### src/rtl/divisor_nb.sv
// Button-driven WIDTH-bit divider: operands are edited with up/down/ok presses and
// a restoring divider yields one quotient bit per cycle, shown on the LED bank.
module divisor_nb #(
    parameter int WIDTH = 4
) (
    input  logic             clk,
    input  logic             rst,
    input  logic             up_n,
    input  logic             down_n,
    input  logic             ok_n,
    output logic [WIDTH-1:0] leds,
    output logic [1:0]       sel,
    output logic             busy,
    output logic             div_zero
);

    typedef enum logic [2:0] {
        ENTER_NUM,
        ENTER_DEN,
        DIVIDE,
        SHOW_Q,
        SHOW_R
    } state_t;

    localparam logic [4:0] LAST_ITER = 5'(WIDTH - 1);

    state_t           state, state_nx;
    logic             up_prev, down_prev, ok_prev;
    logic             up_press, down_press, ok_press;
    logic             edit_inc, edit_dec;
    logic [WIDTH-1:0] num, den;
    logic [WIDTH-1:0] quotient, remainder;
    logic [WIDTH-1:0] dvd_sh, dvs, part_rem;
    logic [WIDTH:0]   shifted, trial;
    logic             fits, last_iter;
    logic [4:0]       iter;
    logic             zero_flag;

    always_comb begin
        up_press   = up_prev & ~up_n;
        down_press = down_prev & ~down_n;
        ok_press   = ok_prev & ~ok_n;
        edit_inc   = up_press & ~down_press & ~ok_press;
        edit_dec   = down_press & ~up_press & ~ok_press;
    end

    // The restored remainder always fits in WIDTH bits; only the shifted trial value
    // needs the extra bit, whose borrow out of the subtraction doubles as the compare.
    always_comb begin
        shifted   = {part_rem, dvd_sh[WIDTH-1]};
        trial     = shifted - {1'b0, dvs};
        fits      = ~trial[WIDTH];
        last_iter = (iter == LAST_ITER);
    end

    always_ff @(posedge clk) begin
        if (rst) state <= ENTER_NUM;
        else     state <= state_nx;
    end

    always_comb begin
        state_nx = state;
        case (state)
            ENTER_NUM: if (ok_press) state_nx = ENTER_DEN;
            ENTER_DEN: if (ok_press) state_nx = DIVIDE;
            DIVIDE:    if (dvs == '0 || last_iter) state_nx = SHOW_Q;
            SHOW_Q:    if (ok_press) state_nx = SHOW_R;
            SHOW_R:    if (ok_press) state_nx = ENTER_NUM;
            default:   state_nx = ENTER_NUM;
        endcase
    end

    always_ff @(posedge clk) begin
        if (rst) begin
            up_prev   <= 1'b1;
            down_prev <= 1'b1;
            ok_prev   <= 1'b1;
            num       <= '0;
            den       <= '0;
            quotient  <= '0;
            remainder <= '0;
            dvd_sh    <= '0;
            dvs       <= '0;
            part_rem  <= '0;
            iter      <= '0;
            zero_flag <= 1'b0;
        end else begin
            up_prev   <= up_n;
            down_prev <= down_n;
            ok_prev   <= ok_n;
            case (state)
                ENTER_NUM: begin
                    if (edit_inc)      num <= num + 1'b1;
                    else if (edit_dec) num <= num - 1'b1;
                end
                ENTER_DEN: begin
                    if (ok_press) begin
                        dvd_sh   <= num;
                        dvs      <= den;
                        part_rem <= '0;
                        iter     <= '0;
                    end else if (edit_inc) begin
                        den <= den + 1'b1;
                    end else if (edit_dec) begin
                        den <= den - 1'b1;
                    end
                end
                DIVIDE: begin
                    if (dvs == '0) begin
                        quotient  <= '1;
                        remainder <= dvd_sh;
                        zero_flag <= 1'b1;
                    end else begin
                        // Dividend register shifts out MSB first and collects quotient bits.
                        part_rem <= fits ? trial[WIDTH-1:0] : shifted[WIDTH-1:0];
                        dvd_sh   <= {dvd_sh[WIDTH-2:0], fits};
                        iter     <= iter + 5'd1;
                        if (last_iter) begin
                            quotient  <= {dvd_sh[WIDTH-2:0], fits};
                            remainder <= fits ? trial[WIDTH-1:0] : shifted[WIDTH-1:0];
                            zero_flag <= 1'b0;
                        end
                    end
                end
                SHOW_R: if (ok_press) zero_flag <= 1'b0;
                default: ;
            endcase
        end
    end

    always_comb begin
        leds     = '0;
        sel      = 2'b00;
        busy     = 1'b0;
        div_zero = 1'b0;
        case (state)
            ENTER_NUM: leds = num;
            ENTER_DEN: begin
                leds = den;
                sel  = 2'b01;
            end
            DIVIDE: begin
                sel  = 2'b10;
                busy = 1'b1;
            end
            SHOW_Q: begin
                leds     = quotient;
                sel      = 2'b10;
                div_zero = zero_flag;
            end
            SHOW_R: begin
                leds     = remainder;
                sel      = 2'b11;
                div_zero = zero_flag;
            end
            default: ;
        endcase
    end

endmodule

### config.mk
export PLATFORM = sky130hd
export DESIGN_NAME = divisor_nb
export DESIGN_NICKNAME = d
export VERILOG_FILES = /design/src/rtl/divisor_nb.sv
export SDC_FILE = /design/constraint.sdc
export NUM_CORES = 1
export LEC_CHECK = 0
export CELL_PAD_IN_SITES_DETAIL_PLACEMENT = 0
export CELL_PAD_IN_SITES_GLOBAL_PLACEMENT = 1
export CORE_MARGIN = 2
export CORE_UTILIZATION = 41
export DETAILED_ROUTE_END_ITERATION = 16
export GPL_TIMING_DRIVEN = 0
export PLACE_DENSITY = 0.74
export SYNTH_ARGS = -nofsm -noshare
export SYNTH_HDL_FRONTEND = slang
export SYNTH_SLANG_ARGS = --single-unit
export TNS_END_PERCENT = 50
### constraint.sdc
create_clock -name clk -period 2.3 [get_ports clk]
set_clock_uncertainty 0.1 [all_clocks]
set_input_delay 0.575 -clock clk [delete_from_list [all_inputs] [get_ports clk]]
set_output_delay 0.575 -clock clk [all_outputs]
set_load 0.005 [all_outputs]
After elaboration in Yosys (flattened, before gate mapping)
Index checks and enable logic that the tools add are counted.
{"block": "word_totals", "ff_bits": 40, "input_bits": 5, "output_inout_bits": 8, "wordCells": 93}
{"block": "op_classes", "addsub": 6, "n_eq_ne": 12, "muxes": 32, "bitwise": 14, "reduce_logical": 16}
{"cell": "two-way mux 4 bit", "n": 13}
{"cell": "case mux 4 bit (2 select lines)", "n": 2}
{"cell": "case mux 4 bit (4 select lines)", "n": 1}
{"cell": "two-way mux 3 bit", "n": 5}
{"cell": "case mux 3 bit (5 select lines)", "n": 1}
{"cell": "!= test 2 bit (second input constant)", "n": 6}
{"cell": "two-way mux 5 bit", "n": 2}
{"cell": "case mux 5 bit (2 select lines)", "n": 1}
{"cell": "AND reduction 3 bit", "n": 3}
{"cell": "adder 4 x 1 -> 4 bit (second input constant)", "n": 2}
{"cell": "nonzero test 2 bit", "n": 4}
{"cell": "subtractor 4 x 1 -> 4 bit (second input constant)", "n": 2}
{"cell": "AND 1 bit", "n": 7}
{"cell": "NOT 1 bit", "n": 7}
{"cell": "equality test 3 x 2 -> 1 bit (second input constant)", "n": 2}
{"cell": "case mux 2 bit (3 select lines)", "n": 1}
{"cell": "AND reduction 2 bit", "n": 3}
{"cell": "adder 5 x 1 -> 5 bit (second input constant)", "n": 1}
{"cell": "equality test 5 x 2 -> 1 bit (second input constant)", "n": 1}
{"cell": "two-way mux 1 bit", "n": 5}
{"cell": "AND reduction 5 bit", "n": 1}
{"cell": "subtractor 5 x 4 -> 5 bit", "n": 1}
{"cell": "logical NOT 4 bit", "n": 1}
{"cell": "OR reduction 2 bit", "n": 2}
{"cell": "6 further kinds", "n": 6}

Logic depth before layout (Yosys ltp)
{"block": "logic_depth", "word_depth": 7, "depth_mapped": 9, "depth_no_buf": 8}

Worst setup path before layout
No wires, ideal clock.
{"block": "synth_timing", "path_kind": "input port to flip-flop", "startpoint": "in up_n", "endpoint": "reg den[3]", "setup_time_ns": 0.071, "arrival_ns": 2.286, "required_time_ns": 2.129, "path_slack_ns": -0.157, "cell_stages": 9, "path_buffers": 1, "path_cell_list": "nand2b_1 or3_1 buf_2 ha_1 a31oi_1 nor4_1 a31oi_1 or3_1 a21oi_1"}
{"block": "synth_between", "elab_chain_cells": 7, "elab_cells_between_ends": 10, "cone_classes": "1 x mux; 7 x bitwise; 2 x reduce/logical"}
{"item": "start: declaration", "line": "8", "rtl": "input logic up_n,"}
{"item": "NOT 1 bit *", "line": "40", "rtl": "up_press = up_prev & ~up_n;"}
{"item": "AND 1 bit *", "line": "40"}
{"item": "NOT 1 bit", "line": "44", "rtl": "edit_dec = down_press & ~up_press & ~ok_press;"}
{"item": "AND 1 bit (2 in series)", "line": "44"}
{"item": "nonzero test 2 bit (no source line)"}
{"item": "AND reduction 3 bit (no source line)"}
{"item": "end signal: assignment", "line": "103", "rtl": "den <= den + 1'b1;"}
{"item": "end signal: assignment", "line": "105", "rtl": "den <= den - 1'b1;"}
{"item": "end: declaration", "line": "31", "rtl": "logic [WIDTH-1:0] num, den;"}
Every way passes the cells marked *; elsewhere a longest branch is shown, timed or not.
A chain may end at the register's enable or synchronous reset.

Final worst setup path
{"block": "layout_timing", "startpoint": "reg state[1]", "endpoint": "out busy"}
{"block": "layout_between", "elab_chain_cells": 2}
{"item": "start: declaration", "line": "27", "rtl": "state_t state, state_nx;"}
{"item": "start signal: assignment", "line": "58", "rtl": "else state <= state_nx;"}
{"item": "equality test 3 x 2 -> 1 bit", "line": "136", "rtl": "case (state)"}
{"item": "two-way mux 1 bit", "line": "136"}
{"item": "end: declaration", "line": "13", "rtl": "output logic busy,"}
No other way between the ends.

==> summary.txt <==
Status
  • Status: completed

Placed design
  • IO buf count: 11
  • Placer Congestion: 0.806
  • HPWL Detailed: ~3.9 mm
  • DP Worst Slack: -818 ps
  • Placed Cells: roughly 340
  • Post-DP Area: ~2500 um2

GRT
  • Pin count of the biggest net entering global routing: 13
  • First-pass GRT wire length: about 10 mm
  • Initial antenna violation count: 0
  • GRT overflow: 0
  • Total track usage: 21.2%
  • Vias in the first global route: 1995

Floorplan
  • Chip Height: 78.3 um
  • Std-Cell Rows: 27
  • Die Area: 6140 um2
  • Initial Utilization: 41.9%
  • Core ar.: 5410 um2
  • Die extent in x: 78.3 um
  • Top-Level Pins: 13

Detailed routing
  • DR iter-0 viols: around 110
  • Vias per cell: 5.33
  • # DRC: 0
  • DR pass1 iterations: 4
  • Antenna Nets Post-Route: 0
  • Aggregate routed wire length: 6.08 mm
  • Routed len/inst: 16.0 um
  • Detailed-route via count: 2027

STA
  • Fin worst setup slack: about 48 ps
  • Rel. slew slack: 52.5%
  • Final Hold Viols: 0
  • Unrepaired setup endpoints after global routing: true
  • Max Fclk: approximately 0.44 GHz
  • Final setup violation count: 0
  • Worst-Margin Slew: 705 ps
  • Final Cycle Share: 97.9%
  • Slew Limit Fails: 0
  • Period minus WS final: 2250 ps

Synth
  • Register area share after synthesis: a little over a third
  • Prevailing post-synth register cell: dfxtp_1
  • Post-synth top area cell: dfxtp_1
  • Count of different cell masters after synthesis: 51
  • Yosys top cell area share: 35.3%
  • Post-synth ARST share: 0%
  • Cell area after synthesis: roughly 2300 um2
  • Flops & latches, synth: 40
  • Net Count, Synth: 274
  • Most frequent cell after synthesis: dfxtp_1
  • Syn avg cell area: around 8.7 um2
  • Syn Inst Count: around 260
  • Number of flops mapped to enable cells by yosys: 0
  • Most common library cells after synthesis: dfxtp_1, nor2_1, mux2i_1, a21oi_1, o21ai_0
  • Syn. warnings: 0
  • Area contributors post-synth: dfxtp_1, mux2i_1, nor2_1, ha_1, a21oi_1

Setup path
  • Reg2reg setup slack: 60 ps
  • Worst Path Arrival: 1580 ps
  • R2R depth: 14
  • Setup CP Type: flop to primary output
  • CP Max Fanout: 8
  • Crit path launch type: flop
  • Worst Path Required: about 1600 ps
  • Reg-to-reg critical path endpoint: den[3]$_SDFFE_PP0P_
  • FF-to-FF Start: state[0]$_SDFFE_PP0P_
  • Critical Path End Type: primary output

CTS
  • Worst-Skew Late Latency: between 200 and 300 ps
  • CTS tree: built
  • Bufs on Longest Clock Path: 2
  • Clock buffer count from CTS: 5
  • Clock sink count: 40
  • Worst-path clk slew: 80 ps
  • H-Tree Depth: 2
  • CTS root buf: clkbuf_8
  • Hold buffer count at cts: 0

Worst hold path
  • Hold EP: up_prev$_SDFF_PP1_
  • Hold WC Path Type: primary input to flop
  • Hold Path Depth: 2
  • Hold Startpoint: up_n

Pwr
  • Worst VDD drop: between 200 and 300 uV
  • PD cells: between 500 and 600 nW/um2
  • P_leak: between 0.001 and 0.0015 uW

Final layout
  • Layout Area Growth over Synthesis: 35.9%
  • NumNets Final: 322
  • Final instance area: 3080 um2
  • Final Non-Filler Cells: 380
  • Fillers: 499
  • Fraction of layout cells with a size suffix above 1: 32.5%
  • Ant diodes: 0

Job
  • Max-cap violations: 0
critical path: stages, from the launching register on:
cell	delay, ps
dfxtp_2	330
buf_6	130
nor3b_4	210
buf_6	130
clkdlybuf4s50_1	490
layout by cell type, fill, tap and decap left out, types with 5 or more instances in the layout:
cell type  count
a211oi_1       5
dfxtp_2        5
nand2_1       13
nand3_1        5
nor2_1        33
inv_1          7
clkbuf_1       5
o21ai_0       10
nor3_1         5
xor2_1         7
mux2i_1       16
a21oi_1       14
dfxtp_1       34
buf_6          8
ha_1           6
xnor2_1        5
clkbuf_8       8
buf_4         28
state kept, by name, indices dropped and copies added (netlist names):
register	flops
iter	5
den	4
dvd_sh	4
dvs	4
num	4
part_rem	4
quotient	4
remainder	4
state	3
down_prev	1
ok_prev	1
up_prev	1
zero_flag	1
cells by family after synthesis:
kind of cell	after synthesis	share of synthesized area, %
AO/OA/AOI/OAI	62	18.4
multiplexers	20	8.95
flip-flops	40	35.3
adder cells (fa/ha/maj)	10	5.85
AND/OR/NAND/NOR	91	21.6
XOR/XNOR	13	5.85
buffers and inverters	23	4.03
routing by layer:
layer  GRT usage [%]  part of all wire (%)  vias up
li1                -                     -     1019
met1            29.6                    47      955
met2            34.2                    47       46
met3            3.91                   5.1        7
met4            4.74                   1.4        0
met5               0                     0        -
where the power goes:
part / switching (uW) / internal (uW)
Sequential: 45.7 / 727
Clock: 250 / 383
Combinational: 178 / 182
cell type report:
class	instances	area, um2	area share (%)
multi-input cells	196	1550	50.3
flip-flops and latches	40	811	26.3
repair buffers	44	363	11.8
plain buffers	11	106	3.45
clock buffers	7	96.3	3.13
well taps	72	90.1	2.93
inverters	9	33.8	1.10
clock inverters	1	30.0	0.975
how the worst max path moves through the flow:
| stage | startpoint | end | slack (ps) | depth (start not counted) |
|---|---|---|---|---|
| after floorplan | up_n | den[3]$_SDFFE_PP0P_ | -120 | 9 |
| after global placement | ok_n | num[3]$_SDFFE_PP0P_ | -920 | 10 |
| after detailed placement | ok_n | num[3]$_SDFFE_PP0P_ | -820 | 10 |
| after CTS | up_n | num[3]$_SDFFE_PP0P_ | -210 | 11 |
| after global routing | ok_prev$_SDFF_PP1_ | den[3]$_SDFFE_PP0P_ | -30 | 9 |
| final | state[1]$_SDFFE_PP0P_ | busy | 50 | 4 |
through the flow:
stage | total power (uW) | hold WS [ps] | util [%] | setup TNS (ps)
2_1_floorplan | 964 | 346 | - | -240
3_3_place_gp | 1050 | 369 | 46.1 | -6170
3_5_place_dp | 1060 | 373 | 46.1 | -6240
4_1_cts | 1770 | 348 | 55.1 | -399
5_1_grt | 1850 | 357 | 57.0 | -60.1
6_report | 1770 | 357 | 57.0 | 0
what timing repair did:
action | CTS | global route
setup buffers | 26 | 8
pin swaps | 15 | 11
gates resized for setup | 68 | 22
setup endpoints to repair | 22 | 23
Power figures use the tool's default switching activity.
